## config.mk

```make
export PLATFORM = sky130hd
export DESIGN_NAME = rom_arbiter
export DESIGN_NICKNAME = d
export VERILOG_FILES = /design/src/rtl/rom_arbiter.sv
export SDC_FILE = /design/constraint.sdc
export NUM_CORES = 1
export LEC_CHECK = 0
export ABC_AREA = 1
export BUFFER_PORTS_ARGS = -buffer_cell sky130_fd_sc_hd__buf_2
export CAP_MARGIN = 40
export CORE_ASPECT_RATIO = 0.5
export CORE_UTILIZATION = 43
export DETAILED_ROUTE_END_ITERATION = 16
export GPL_TIMING_DRIVEN = 0
export PLACE_DENSITY_LB_ADDON = 0.2
export SYNTH_ARGS = -nofsm -noshare
export SYNTH_HDL_FRONTEND = slang
export SYNTH_SLANG_ARGS = --single-unit
```

## constraint.sdc

```tcl
create_clock -name clk -period 1.7 [get_ports clk]
set_input_delay 0.085 -clock clk [delete_from_list [all_inputs] [get_ports clk]]
set_output_delay 0.085 -clock clk [all_outputs]
set_load 0.05 [all_outputs]
```

## src/rtl/rom_arbiter.sv

```systemverilog
// rom_arbiter: shares one combinational instruction ROM between the CPU fetch
// port (master 0, high priority) and a secondary reader (master 1).
// Master 1 gets a forced grant after MAX_WAIT denied cycles. Read data is
// registered, so each master sees a one-cycle read latency. stall_req_o tells
// the CPU pipeline when its fetch has been denied.
// Optional feature macro: ROM_ARB_LOCK_EN adds an m1_lock input. While m1_lock
// is held, master 1 keeps exclusive ownership of the ROM.
module rom_arbiter #(
  parameter int ADDR_W   = 32,
  parameter int DATA_W   = 32,
  parameter int MAX_WAIT = 3    // legal values are 1 to 15
) (
  input  logic              clk,
  input  logic              rst,          // synchronous, active low
  input  logic              m0_req,
  input  logic [ADDR_W-1:0] m0_addr,
  output logic              m0_gnt,
  output logic              m0_rvalid,
  output logic [DATA_W-1:0] m0_rdata,
  input  logic              m1_req,
  input  logic [ADDR_W-1:0] m1_addr,
`ifdef ROM_ARB_LOCK_EN
  input  logic              m1_lock,
`endif
  output logic              m1_gnt,
  output logic              m1_rvalid,
  output logic [DATA_W-1:0] m1_rdata,
  output logic              rom_ce_o,
  output logic [ADDR_W-1:0] rom_addr_o,
  input  logic [DATA_W-1:0] rom_data_i,
  output logic              stall_req_o
);

  localparam int CNT_W = $clog2(MAX_WAIT + 1);
  localparam logic [CNT_W-1:0] MAX_CNT = CNT_W'(MAX_WAIT);

`ifdef ROM_ARB_LOCK_EN
  typedef enum logic { ARB_NORMAL = 1'b0, ARB_LOCKED = 1'b1 } arb_state_e;
`else
  typedef enum logic { ARB_NORMAL = 1'b0 } arb_state_e;
`endif

  arb_state_e       state_q, state_d;
  logic [CNT_W-1:0] wait_cnt_q, wait_cnt_d;
  logic             m0_rvalid_q, m1_rvalid_q;
  logic [DATA_W-1:0] m0_rdata_q, m1_rdata_q;
  logic             starve;

  // Arbitration state, starvation counter and registered read responses.
  // NOTE: reset is sampled on the clock edge only, so it sits inside the
  // posedge block and is not in the sensitivity list. All state uses
  // non-blocking assignments, so every register reads the pre-edge values of
  // the others.
  always_ff @(posedge clk) begin
    if (!rst) begin
      state_q     <= ARB_NORMAL;
      wait_cnt_q  <= '0;
      m0_rvalid_q <= 1'b0;
      m1_rvalid_q <= 1'b0;
      m0_rdata_q  <= '0;
      m1_rdata_q  <= '0;
    end else begin
      state_q     <= state_d;
      wait_cnt_q  <= wait_cnt_d;
      m0_rvalid_q <= m0_gnt;
      m1_rvalid_q <= m1_gnt;
      if (m0_gnt) m0_rdata_q <= rom_data_i;
      if (m1_gnt) m1_rdata_q <= rom_data_i;
    end
  end

  // Grant decision, next state and next wait count. Everything is forced idle
  // while reset is held.
  // NOTE: every signal gets a default first so that no path leaves one
  // unassigned, which would infer a latch.
  always_comb begin
    state_d    = state_q;
    wait_cnt_d = '0;
    starve     = 1'b0;
    m0_gnt     = 1'b0;
    m1_gnt     = 1'b0;
    if (rst) begin
      case (state_q)
        ARB_NORMAL: begin
          starve = m1_req && (wait_cnt_q == MAX_CNT);
          m1_gnt = m1_req && (!m0_req || starve);
          m0_gnt = m0_req && !m1_gnt;
          if (m1_req && !m1_gnt) begin
            wait_cnt_d = (wait_cnt_q == MAX_CNT) ? wait_cnt_q
                                                 : wait_cnt_q + CNT_W'(1);
          end
`ifdef ROM_ARB_LOCK_EN
          if (m1_gnt && m1_lock) state_d = ARB_LOCKED;
`endif
        end
`ifdef ROM_ARB_LOCK_EN
        ARB_LOCKED: begin
          // Master 1 owns the ROM; the starvation count stays at zero.
          m1_gnt = m1_req;
          if (!m1_lock) state_d = ARB_NORMAL;
        end
`endif
        default: state_d = ARB_NORMAL;
      endcase
    end
  end

  // ROM side: the chosen master's address is passed through combinationally.
  always_comb begin
    rom_ce_o    = m0_gnt | m1_gnt;
    rom_addr_o  = m1_gnt ? m1_addr : (m0_gnt ? m0_addr : '0);
    stall_req_o = rst && m0_req && !m0_gnt;
  end

  assign m0_rvalid = m0_rvalid_q;
  assign m1_rvalid = m1_rvalid_q;
  assign m0_rdata  = m0_rdata_q;
  assign m1_rdata  = m1_rdata_q;

endmodule

```

=== Word level (Yosys, flattened, before mapping) ===
Cells that the tools add are included.

* Word-level logic and storage cells: 25
* Bits of input ports: 100
* Bits in registers: 68

* Bitwise gates (word level): 3
* Add/subtract/negate cells: 1
* Muxes and demuxes: 4
* Reduce and logical (&&, ||, !) cells: 11
* Equal/unequal tests: 1

{| class="wikitable"
|+ Operators by type and width
! kind !! count
|-
| two-way mux 32 bit || 2
|-
| logical AND 1 bit || 6
|-
| zero test 1 bit || 3
|-
| adder 2 x 1 -> 2 bit (second input constant) || 1
|-
| equality test 2 bit (second input constant) || 1
|-
| two-way mux 1 bit || 2
|-
| NOT 1 bit || 2
|-
| OR reduction 2 bit || 1
|-
| logical OR 1 bit || 1
|-
| OR 1 bit || 1
|}

=== Depth between registers and ports, before layout ===
Gate-level depths: netlist of run 1.

* Depth after elaboration: 9
* Gate-level depth with buffers: 7
* Gate-level depth less buffers: 6

=== Least setup slack after synthesis of run 1 ===
Ideal clock, no wire load.

* Path kind: register -> output
* From: reg wait_cnt_q[0]
* To: out rom_addr_o[16]
* Path slack: 102 ps
* Stages on the path, launching flop included: 6
* Data required time: 1615 ps
* Data arrival time: 1513 ps
* Cell sequence: dfxtp_1 ha_1 a21oi_2 buf_2 nand2_1 nand2_1

* Longest elaborated chain between the ends: 9
* Elaborated cells between the ends (all ways): 10
* Classes of those cells: eq/ne: 1; mux: 4; reduce/logical: 5

{| class="wikitable"
|+ Ends and longest elaborated chain
! what !! line !! source
|-
| start, declared || 44 || <nowiki>logic [CNT_W-1:0] wait_cnt_q, wait_cnt_d;</nowiki>
|-
| start signal, assigned || 64 || <nowiki>wait_cnt_q <= wait_cnt_d;</nowiki>
|-
| equality test 2 bit || 85 || <nowiki>starve = m1_req && (wait_cnt_q == MAX_CNT);</nowiki>
|-
| logical AND 1 bit || 85 ||
|-
| logical OR 1 bit || 86 || <nowiki>m1_gnt = m1_req && (!m0_req || starve);</nowiki>
|-
| logical AND 1 bit || 86 ||
|-
| zero test 1 bit || 87 || <nowiki>m0_gnt = m0_req && !m1_gnt;</nowiki>
|-
| logical AND 1 bit || 87 ||
|-
| two-way mux 1 bit || 82 || <nowiki>if (rst) begin</nowiki>
|-
| named net m0_gnt || 17 || <nowiki>output logic m0_gnt,</nowiki>
|-
| two-way mux 32 bit (2 in a row) || 111 || <nowiki>rom_addr_o = m1_gnt ? m1_addr : (m0_gnt ? m0_addr : '0);</nowiki>
|-
| end, declared || 29 || <nowiki>output logic [ADDR_W-1:0] rom_addr_o,</nowiki>
|}

The timed path passes the listed nets, and every way through them passes these cells.

=== Final worst setup path of run 1 ===
* From: reg wait_cnt_q[0]
* To: out rom_addr_o[6]

* Longest elaborated chain between the ends: 9
* Elaborated cells between the ends (all ways): 10
* Classes of those cells: eq/ne: 1; mux: 4; reduce/logical: 5

{| class="wikitable"
|+ Ends and longest elaborated chain
! what !! line
|-
| equality test 2 bit * || 85
|-
| logical AND 1 bit * || 85
|-
| logical OR 1 bit * || 86
|-
| logical AND 1 bit * || 86
|-
| zero test 1 bit || 87
|-
| logical AND 1 bit || 87
|-
| two-way mux 1 bit || 82
|-
| two-way mux 32 bit || 111
|-
| two-way mux 32 bit * || 111
|}

Every way passes the cells marked *; elsewhere a longest branch is shown, timed or not.

==> impl_metrics.env, run 1 <==
export IMPL_cts_root_buf="clkbuf_16"
export IMPL_slowest_delay_ns=0.35
export IMPL_nNetsFinal=864
export IMPL_synth_top_area_share_pct=41.29
export IMPL_rsz0062_at_grt="yes"
export IMPL_placed_area_um2=4423
export IMPL_setup_ws_ns=-0.01767
export IMPL_synthTopCellsByArea="dfxtp_1 41%, nand2_1 26%, nand3_1 11%, inv_1 5.9%, nor2_1 4.3%"
export IMPL_slew_viol_final=0
export IMPL_crit_required_ns=1.62
export IMPL_crit_chain="ha_4, a21oi_4, buf_6, buf_6, nand2_2, nand2_2, buf_8"
export IMPL_path_buf_inv=3
export IMPL_end_kind="output pin"
export IMPL_grt_busiest_layer="met2"
export IMPL_cts_max_level=3
export IMPL_syn_nets=609
export IMPL_core_um2=7377
export IMPL_dp_hpwl_um=7095
export IMPL_wire_per_inst_um=13.22
export IMPL_layout_commonest_cell="nand2_1"
export IMPL_cts_buffer_depth=2
export IMPL_p_leak_nw=3.377
export IMPL_first_pass_iters=4
export IMPL_maxSlewHeadroom_pct=67.68
export IMPL_worst_r2r_startpoint="wait_cnt_q[0]$_SDFFE_PN0P_"
export IMPL_overflow=0
export IMPL_critical_path_class="flop to output pin"
export IMPL_cp_arrival_ns=1.63
export IMPL_grt_pass1_vias=3665
export IMPL_final_layout_size_suffix_gt1_share_pct=43.02
export IMPL_final_core_utilization_pct=77.71
export IMPL_die_height_um=63.92
export IMPL_cts_num_sinks=68
export IMPL_die_w_um=125.8
export IMPL_routabilityCongestion=0.7727
export IMPL_fin_area_um2=5733
export IMPL_cpMaxStageDelayCell="dfxtp_4"
export IMPL_outcome="finished with violations"
export IMPL_ys_seq_elements=68
export IMPL_clock_latency_ns=0.33
export IMPL_setup_violations=12
export IMPL_use_met3_pct=7.873
export IMPL_tightest_slew_ns=0.4848
export IMPL_grt_use_met1_pct=30.47
export IMPL_mostFrequentLayoutCells="186 x nand2_1, 183 x buf_2, 66 x dfxtp_1"
export IMPL_worst_path_stages=7
export IMPL_io_buffers=201
export IMPL_ir_drop_uv=719.9
export IMPL_cts_tree="done"
export IMPL_antenna_found_initial=0
export IMPL_grt_pass1_wl_um=16950
export IMPL_synth_area_leader_cell="dfxtp_1"
export IMPL_syn2layout_area_growth_pct=73.89
export IMPL_dp_slack_ns=-0.02494
export IMPL_clkSlewWorstSetupHoldPaths_ns=0.05
export IMPL_use_met2_pct=47.99
export IMPL_max_freq_mhz=582.2
export IMPL_n_antenna_cell=0
export IMPL_hold_viol_final=0
export IMPL_syn_inst=508
export IMPL_failed_checks="setup timing"
export IMPL_fin_cells=863
export IMPL_yosysWarnings=0
export IMPL_viasPerCell=4.774
export IMPL_drcViolationCount=0
export IMPL_grt_start_max_net_pins=17
export IMPL_cap_viol_max_count=0
export IMPL_ys_types=18
export IMPL_power_density_nw_per_um2=862.6
export IMPL_dp_cells=805
export IMPL_min_period_ns=1.718
export IMPL_start_kind="flop"
export IMPL_num_rows=22
export IMPL_min_path_cells=3
export IMPL_r2r_cells=9
export IMPL_start_util_pct=44.69
export IMPL_dieArea_um2=8042
export IMPL_hold_path_class="input pin to flop"
export IMPL_grtUsageTotal_pct=26.59
export IMPL_yosysSeqAreaShare_pct=41.29
export IMPL_cts_inserted_buffers=9
export IMPL_period_share_pct=101.0
export IMPL_clock_skew_ns=0.005189
export IMPL_syn_cell_area_um2=3297
export IMPL_hp_start="rom_data_i[7]"
export IMPL_totalWireLength_um=11410
export IMPL_drt_iter0_markers=205
export IMPL_antenna_left=0
export IMPL_avgSynthCellArea_um2=6.490
export IMPL_path_max_fanout=5
export IMPL_vias=4120
export IMPL_crit_family="buffers and inverters"
export IMPL_boundaryPins=202
export IMPL_cp_startpoint="wait_cnt_q[0]$_SDFFE_PN0P_"
==> cells by family (layout without fill, tap and decap cells) <==
kind of cell | count (synthesis) | count (layout) | synth area share (%)
flip-flops | 68 | 68 | 41.29
XOR/XNOR | 1 | 1 | 0.2657
AO/OA/AOI/OAI | 3 | 3 | 0.5693
adder cells (fa/ha/maj) | 1 | 1 | 0.3794
buffers and inverters | 87 | 346 | 12.94
AND/OR/NAND/NOR | 348 | 348 | 44.55
==> layout make-up <==
class | count | area [um2]
buffer | 33 | 269.0
clock buffer | 13 | 250.2
clock inverter | 2 | 35.03
fill | 524 | 1644
inverter | 53 | 198.9
multi-input combinational | 353 | 1720
sequential | 68 | 1366
tap | 96 | 120.1
timing repair buffer | 245 | 1773
==> where the power goes <==
part           internal (mW)  switching (mW)
Clock                   1.16           0.630
Sequential              1.69          0.0456
Combinational          0.489           0.925
Total                   3.34            1.60
==> routing by layer <==
metal	vias to the layer above	share of wire (%)
li1	2056	-
met1	1892	42
met2	152	50
met3	20	5.9
met4	0	1.9
met5	-	0
==> worst reg2reg max path: cells and delay by family, from the launching register on <==
kind,cells,cell delay (ns)
adder cells (fa/ha/maj),1,0.18
buffers and inverters,4,0.58
flip-flops,1,0.35
AND/OR/NAND/NOR,4,0.31
==> worst paths after layout <==
kind,to,slack (ns)
worst max register to register,m0_rdata[21]$_SDFFE_PN0N_,0.16
worst max-delay path,rom_addr_o[6],-0.02
worst min register to register,m0_rdata[31]$_SDFFE_PN0N_,0.46
worst min-delay path,m1_rdata[7]$_SDFFE_PN0P_,0.006
==> flip-flops by register name, indices dropped and copies added, names as in the netlist <==
signal / cells
m1_rdata: 32
m1_rvalid: 1
m0_rvalid: 1
wait_cnt_q: 2
m0_rdata: 32
==> synthesized netlist by cell type <==
| master | count |
|---|---|
| inv_2 | 1 |
| dfxtp_1 | 68 |
| buf_6 | 9 |
| a21oi_2 | 1 |
| buf_4 | 3 |
| buf_2 | 17 |
| xor2_1 | 1 |
| nand3_1 | 70 |
| buf_1 | 3 |
| inv_1 | 52 |
| nor2_1 | 38 |
| ha_1 | 1 |
| clkbuf_1 | 2 |
| nand3_2 | 10 |
| a21oi_1 | 2 |
| nand2_4 | 1 |
| nand2_2 | 2 |
| nand2_1 | 227 |
==> metrics by stage <==
stage | hold slack, ns | power (mW) | TNS [ns]
6_report | 0.006035 | 4.945 | -0.09225
3_3_place_gp | 0.2894 | 2.898 | -0.06015
2_1_floorplan | 0.1809 | 2.564 | 0
3_5_place_dp | 0.2921 | 2.909 | -0.02502
4_1_cts | 0.00006256 | 4.831 | -0.01681
5_1_grt | 0.01237 | 5.134 | -1.581
==> repair_timing <==
| action | 4_1_cts | 5_1_grt |
|---|---|---|
| setup buffers | 5 | 6 |
| gates resized for setup | 75 | 90 |
| gates cloned | 0 | 6 |
| endpoints found under the setup margin | 34 | 33 |
| hold buffers | 27 | 0 |
| pin swaps | 3 | 25 |
| endpoints found under the hold margin | 40 | 0 |
No activity file was read; power rests on OpenSTA's default activity.
==> run 2: changes to the inputs <==
- REMOVE_ABC_BUFFERS: default -> 1
==> run 2 against run 1 <==
Compared with the run above:
- cell count decreased by 2.9%
- cell area up 2.8%
- the run still ends with setup timing left
- largest cell class unchanged
- critical path depth is 1 higher
- critical path type unchanged
- first-iteration DRC count increased by 120%
- total power grew 1.4%
- sequential cell count did not move
==> impl_metrics.env, run 2 (synthesized netlist as in run 1, its figures left out) <==
export IMPL_start_kind="flop"
export IMPL_clock_skew_ns=0.007205
export IMPL_mostFrequentLayoutCells="173 x nand2_1, 165 x buf_2, 69 x nand3_1"
export IMPL_clock_latency_ns=0.32
export IMPL_io_buffers=201
export IMPL_use_met2_pct=55.42
export IMPL_wire_per_inst_um=17.97
export IMPL_first_pass_iters=5
export IMPL_die_w_um=125.8
export IMPL_overflow=0
export IMPL_cts_root_buf="clkbuf_16"
export IMPL_tightest_slew_ns=0.6953
export IMPL_maxSlewHeadroom_pct=53.65
export IMPL_hold_slack_ns=0.003525
export IMPL_setup_ws_ns=-0.1816
export IMPL_syn2layout_area_growth_pct=78.79
export IMPL_nNetsFinal=838
export IMPL_n_antenna_cell=0
export IMPL_grt_start_max_net_pins=42
export IMPL_final_core_utilization_pct=79.90
export IMPL_drt_iter0_markers=453
export IMPL_rsz0062_at_grt="yes"
export IMPL_grt_pass1_vias=3948
export IMPL_cp_startpoint="wait_cnt_q[0]$_SDFFE_PN0P_"
export IMPL_cts_max_level=3
export IMPL_grt_pass1_wl_um=19650
export IMPL_routabilityCongestion=0.7320
export IMPL_min_period_ns=1.882
export IMPL_hold_viol_final=0
export IMPL_use_met3_pct=8.208
export IMPL_grt_busiest_layer="met2"
export IMPL_setup_violations=35
export IMPL_dp_cells=775
export IMPL_boundaryPins=202
export IMPL_dp_hpwl_um=6053
export IMPL_p_leak_nw=3.452
export IMPL_fin_area_um2=5894
export IMPL_r2r_end="m1_rdata[11]$_SDFFE_PN0P_"
export IMPL_r2r_cells=9
export IMPL_power_mw=5.015
export IMPL_cts_tree="done"
export IMPL_totalWireLength_um=15060
export IMPL_die_height_um=63.92
export IMPL_antenna_found_initial=0
export IMPL_failed_checks="setup timing"
export IMPL_outcome="finished with violations"
export IMPL_cts_buffer_depth=2
export IMPL_antenna_left=0
export IMPL_dieArea_um2=8042
export IMPL_fin_cells=838
export IMPL_max_freq_mhz=531.5
export IMPL_cap_viol_max_count=0
export IMPL_hold_path_class="input pin to flop"
export IMPL_reg2reg_slack_ns=0.01
export IMPL_vias=4439
export IMPL_core_um2=7377
export IMPL_slew_viol_final=0
export IMPL_cts_inserted_buffers=9
export IMPL_period_share_pct=110.7
export IMPL_worst_r2r_startpoint="wait_cnt_q[1]$_SDFFE_PN0P_"
export IMPL_start_util_pct=44.69
export IMPL_layout_commonest_cell="nand2_1"
export IMPL_endpoint="rom_addr_o[1]"
export IMPL_critical_path_class="flop to output pin"
export IMPL_final_layout_size_suffix_gt1_share_pct=43.67
export IMPL_crit_required_ns=1.62
export IMPL_drcViolationCount=0
export IMPL_placed_area_um2=4305
export IMPL_num_rows=22
export IMPL_viasPerCell=5.297
export IMPL_clkSlewWorstSetupHoldPaths_ns=0.06
export IMPL_grtUsageTotal_pct=31.49
export IMPL_grt_use_met1_pct=34.93
export IMPL_end_kind="output pin"
export IMPL_ir_drop_uv=533.3
export IMPL_cts_num_sinks=68
export IMPL_cp_arrival_ns=1.80
export IMPL_power_density_nw_per_um2=850.8
export IMPL_path_max_fanout=6
run 2: power breakdown:
group	switching, mW	total [mW]	internal [mW]
clock network	0.690	1.76	1.07
registers	0.0487	1.74	1.69
logic	1.01	1.52	0.512
run 2: final cells by class:
class	count	area [um2]
clock buffer	11	252.7
tap	96	120.1
multi-input combinational	357	1922
timing repair buffer	248	1984
sequential	68	1366
fill	451	1483
clock inverter	5	36.28
inverter	53	212.7
run 2: per-stage QoR:
stage / worst slack [ns] / setup TNS (ns)
2_1_floorplan: -0.9066 / -52.00
3_3_place_gp: -1.798 / -140.06
3_5_place_dp: -0.8052 / -44.32
4_1_cts: -0.07308 / -1.575
5_1_grt: -0.2227 / -5.687
6_report: -0.1816 / -4.340
run 2: repair_timing:
item | 4_1_cts | 5_1_grt
cloned | 10 | 1
buffers inserted | 11 | 8
pin swaps | 14 | 21
setup endpoints to repair | 85 | 57
resized for setup | 168 | 45
endpoints found under the hold margin | 25 | 0
hold buffers | 18 | 0
run 2: metal layers:
layer	routed length, um	share of wire (%)	vias up
met5	0	0	-
met4	1088	7.2	0
met3	1352	9.0	116
met2	6933	46	331
met1	5690	38	1990
li1	-	-	2002
run 2: worst min-delay path by stage:
stage,from,to,slack (ns),depth (start not counted)
final,rom_data_i[22],m1_rdata[22]$_SDFFE_PN0P_,0.004,3
after CTS,rom_data_i[3],m1_rdata[3]$_SDFFE_PN0P_,0.001,3
after global routing,rom_data_i[0],m0_rdata[0]$_SDFFE_PN0N_,0.003,3
after global placement,rom_data_i[14],m0_rdata[14]$_SDFFE_PN0N_,0.29,3
after floorplan,m1_req,m0_rvalid$_SDFF_PN0_,0.18,1
after detailed placement,rom_data_i[10],m0_rdata[10]$_SDFFE_PN0N_,0.30,3
run 2: worst max-delay path, cell delays in order (launching register included):
cell and delay [ns]:
dfxtp_4 0.36, ha_4 0.16, buf_6 0.12, a21oi_4 0.18, buf_12 0.16, buf_8 0.13, nand2_1 0.09, nand2_1 0.09
buf_6 0.16
==> run 3: changes to the inputs <==
- SETUP_SLACK_MARGIN: default -> 0.5
==> run 3 against run 2 <==
Compared with the run above:
- the run still ends with setup timing left
- sequential share of layout area is 1.1 points lower
- clock-buffer cell count stayed put
- combinational power is 7% higher
- sequential power hardly changed
- clock power is 2% higher
- core utilization is 3.9 points higher
- worst setup slack worse by 0.040 ns
- critical path type unchanged
- largest cell class unchanged
==> impl_metrics.env, run 3 (synthesized netlist as in run 1, its figures left out) <==
export IMPL_outcome="finished with violations"
export IMPL_failed_checks="setup timing"
export IMPL_dp_hpwl_um=6053
export IMPL_antenna_found_initial=0
export IMPL_layout_commonest_cell="buf_2"
export IMPL_path_max_fanout=7
export IMPL_wl_met2_um=7715
export IMPL_totalWireLength_um=17470
export IMPL_vias=4807
export IMPL_min_period_ns=1.921
export IMPL_hold_path_class="input pin to flop"
export IMPL_nNetsFinal=848
export IMPL_first_pass_iters=5
export IMPL_num_rows=22
export IMPL_mostFrequentLayoutCells="164 x buf_2, 161 x nand2_1, 69 x nand3_1"
export IMPL_wl_met3_um=2048
export IMPL_fin_area_um2=6181
export IMPL_reg2reg_slack_ns=-0.19
export IMPL_hold_viol_final=0
export IMPL_rsz0062_at_grt="yes"
export IMPL_final_layout_size_suffix_gt1_share_pct=47.21
export IMPL_ir_drop_uv=536.8
export IMPL_top_layer="met4"
export IMPL_clock_latency_ns=0.33
export IMPL_die_height_um=63.92
export IMPL_grt_start_max_net_pins=42
export IMPL_critical_path_class="flop to output pin"
export IMPL_dp_slack_ns=-0.8052
export IMPL_overflow=0
export IMPL_clkSlewWorstSetupHoldPaths_ns=0.06
export IMPL_grtUsageTotal_pct=32.65
export IMPL_crit_required_ns=1.62
export IMPL_slowest_delay_ns=0.36
export IMPL_endpoint="rom_addr_o[20]"
export IMPL_power_density_nw_per_um2=835.8
export IMPL_period_share_pct=113.0
export IMPL_drt_iter0_markers=542
export IMPL_end_kind="output pin"
export IMPL_boundaryPins=202
export IMPL_maxSlewHeadroom_pct=52.92
export IMPL_slew_viol_final=0
export IMPL_max_freq_mhz=520.4
export IMPL_n_antenna_cell=0
export IMPL_dp_cells=775
export IMPL_worst_r2r_startpoint="wait_cnt_q[0]$_SDFFE_PN0P_"
export IMPL_die_w_um=125.8
export IMPL_start_kind="flop"
export IMPL_cp_arrival_ns=1.84
export IMPL_cts_max_level=3
export IMPL_cts_tree="done"
export IMPL_crit_chain="ha_4, buf_6, a21oi_4, buf_6, buf_12, buf_16, nand2_2, nand2_2, buf_8"
export IMPL_grt_pass1_vias=4066
export IMPL_setup_ws_ns=-0.2215
export IMPL_r2r_end="m0_rdata[31]$_SDFFE_PN0N_"
export IMPL_met1_length_um=6136
export IMPL_p_leak_nw=3.566
export IMPL_cap_viol_max_count=0
export IMPL_antenna_left=0
export IMPL_r2r_cells=7
export IMPL_drcViolationCount=0
export IMPL_cts_inserted_buffers=9
export IMPL_cts_buffer_depth=2
export IMPL_routabilityCongestion=0.7320
export IMPL_fin_cells=848
export IMPL_core_um2=7377
export IMPL_placed_area_um2=4305
export IMPL_cts_root_buf="clkbuf_16"
export IMPL_setup_violations=47
export IMPL_dieArea_um2=8042
export IMPL_wire_per_inst_um=20.60
export IMPL_final_setup_tns_ns=-6.460
export IMPL_cpMaxStageDelayCell="dfxtp_4"
export IMPL_cp_startpoint="wait_cnt_q[0]$_SDFFE_PN0P_"
export IMPL_io_buffers=201
export IMPL_syn2layout_area_growth_pct=87.48
export IMPL_clock_skew_ns=0.008264
export IMPL_grt_pass1_wl_um=20400
export IMPL_cts_num_sinks=68
export IMPL_start_util_pct=44.69
export IMPL_tightest_slew_ns=0.7063
export IMPL_hold_slack_ns=0.004773
export IMPL_viasPerCell=5.669
[run 3: cell count changes in the layout (fill, tap and decap cells not counted), moves of 3 or more]
| cell | delta |
|---|---|
| nor2_1 | -6 |
| buf_6 | -5 |
| buf_4 | +3 |
| buf_8 | +7 |
| nand2_4 | +6 |
| nand2_1 | -12 |
| nor2_2 | +6 |
| buf_12 | +3 |
| nand2_2 | +7 |
[run 3: how the worst min path moves through the flow]
stage	startpoint	end	slack, ns	cells after the start
floorplan	m1_req	m0_rvalid$_SDFF_PN0_	0.18	1
global placement	rom_data_i[14]	m0_rdata[14]$_SDFFE_PN0N_	0.29	3
detailed placement	rom_data_i[10]	m0_rdata[10]$_SDFFE_PN0N_	0.30	3
CTS	rom_data_i[3]	m1_rdata[3]$_SDFFE_PN0P_	0.001	3
global route	rom_data_i[0]	m0_rdata[0]$_SDFFE_PN0N_	0.005	3
finish	rom_data_i[7]	m1_rdata[7]$_SDFFE_PN0P_	0.005	3
[run 3: per-layer routing]
layer	GRT usage [%]	up-vias
li1	-	2033
met1	35.43	2125
met2	59.03	465
met3	8.291	184
met4	18.67	0
met5	0	-
[run 3: where the power goes]
group	switching [mW]	internal (mW)
Sequential	0.0540	1.69
Combinational	1.07	0.562
Clock	0.729	1.07
[run 3: metrics by stage]
stage / power, mW / util [%]
2_1_floorplan: 2.503 / -
6_report: 5.166 / 83.79
3_5_place_dp: 2.878 / 58.36
4_1_cts: 4.928 / 78.02
3_3_place_gp: 2.842 / 56.87
5_1_grt: 5.290 / 83.79
[run 3: final cells by class]
cell class	instances	area, um2
Clock buffer	11	252.7
Clock inverter	5	36.28
Fill cell	361	1196
Inverter	53	206.4
Multi-Input combinational cell	358	2003
Sequential cell	68	1366
Tap cell	96	120.1
Timing Repair Buffer	257	2196
[run 3: timing repair]
item	4_1_cts	5_1_grt
buffers inserted	12	13
gates resized for setup	199	56
hold endpoints to repair	23	0
endpoints found under the setup margin	103	103
pin swaps	19	28
cloned	11	5
hold buffers	16	0
[run 3: worst max-delay path: cells and delay by family (launching register included)]
family | cells | cell delay [ns]
buffers and inverters | 5 | 0.66
DFF | 1 | 0.36
AOI/OAI and AO/OA | 1 | 0.18
adders and majority gates | 1 | 0.17
and+or+nand+nor | 2 | 0.13
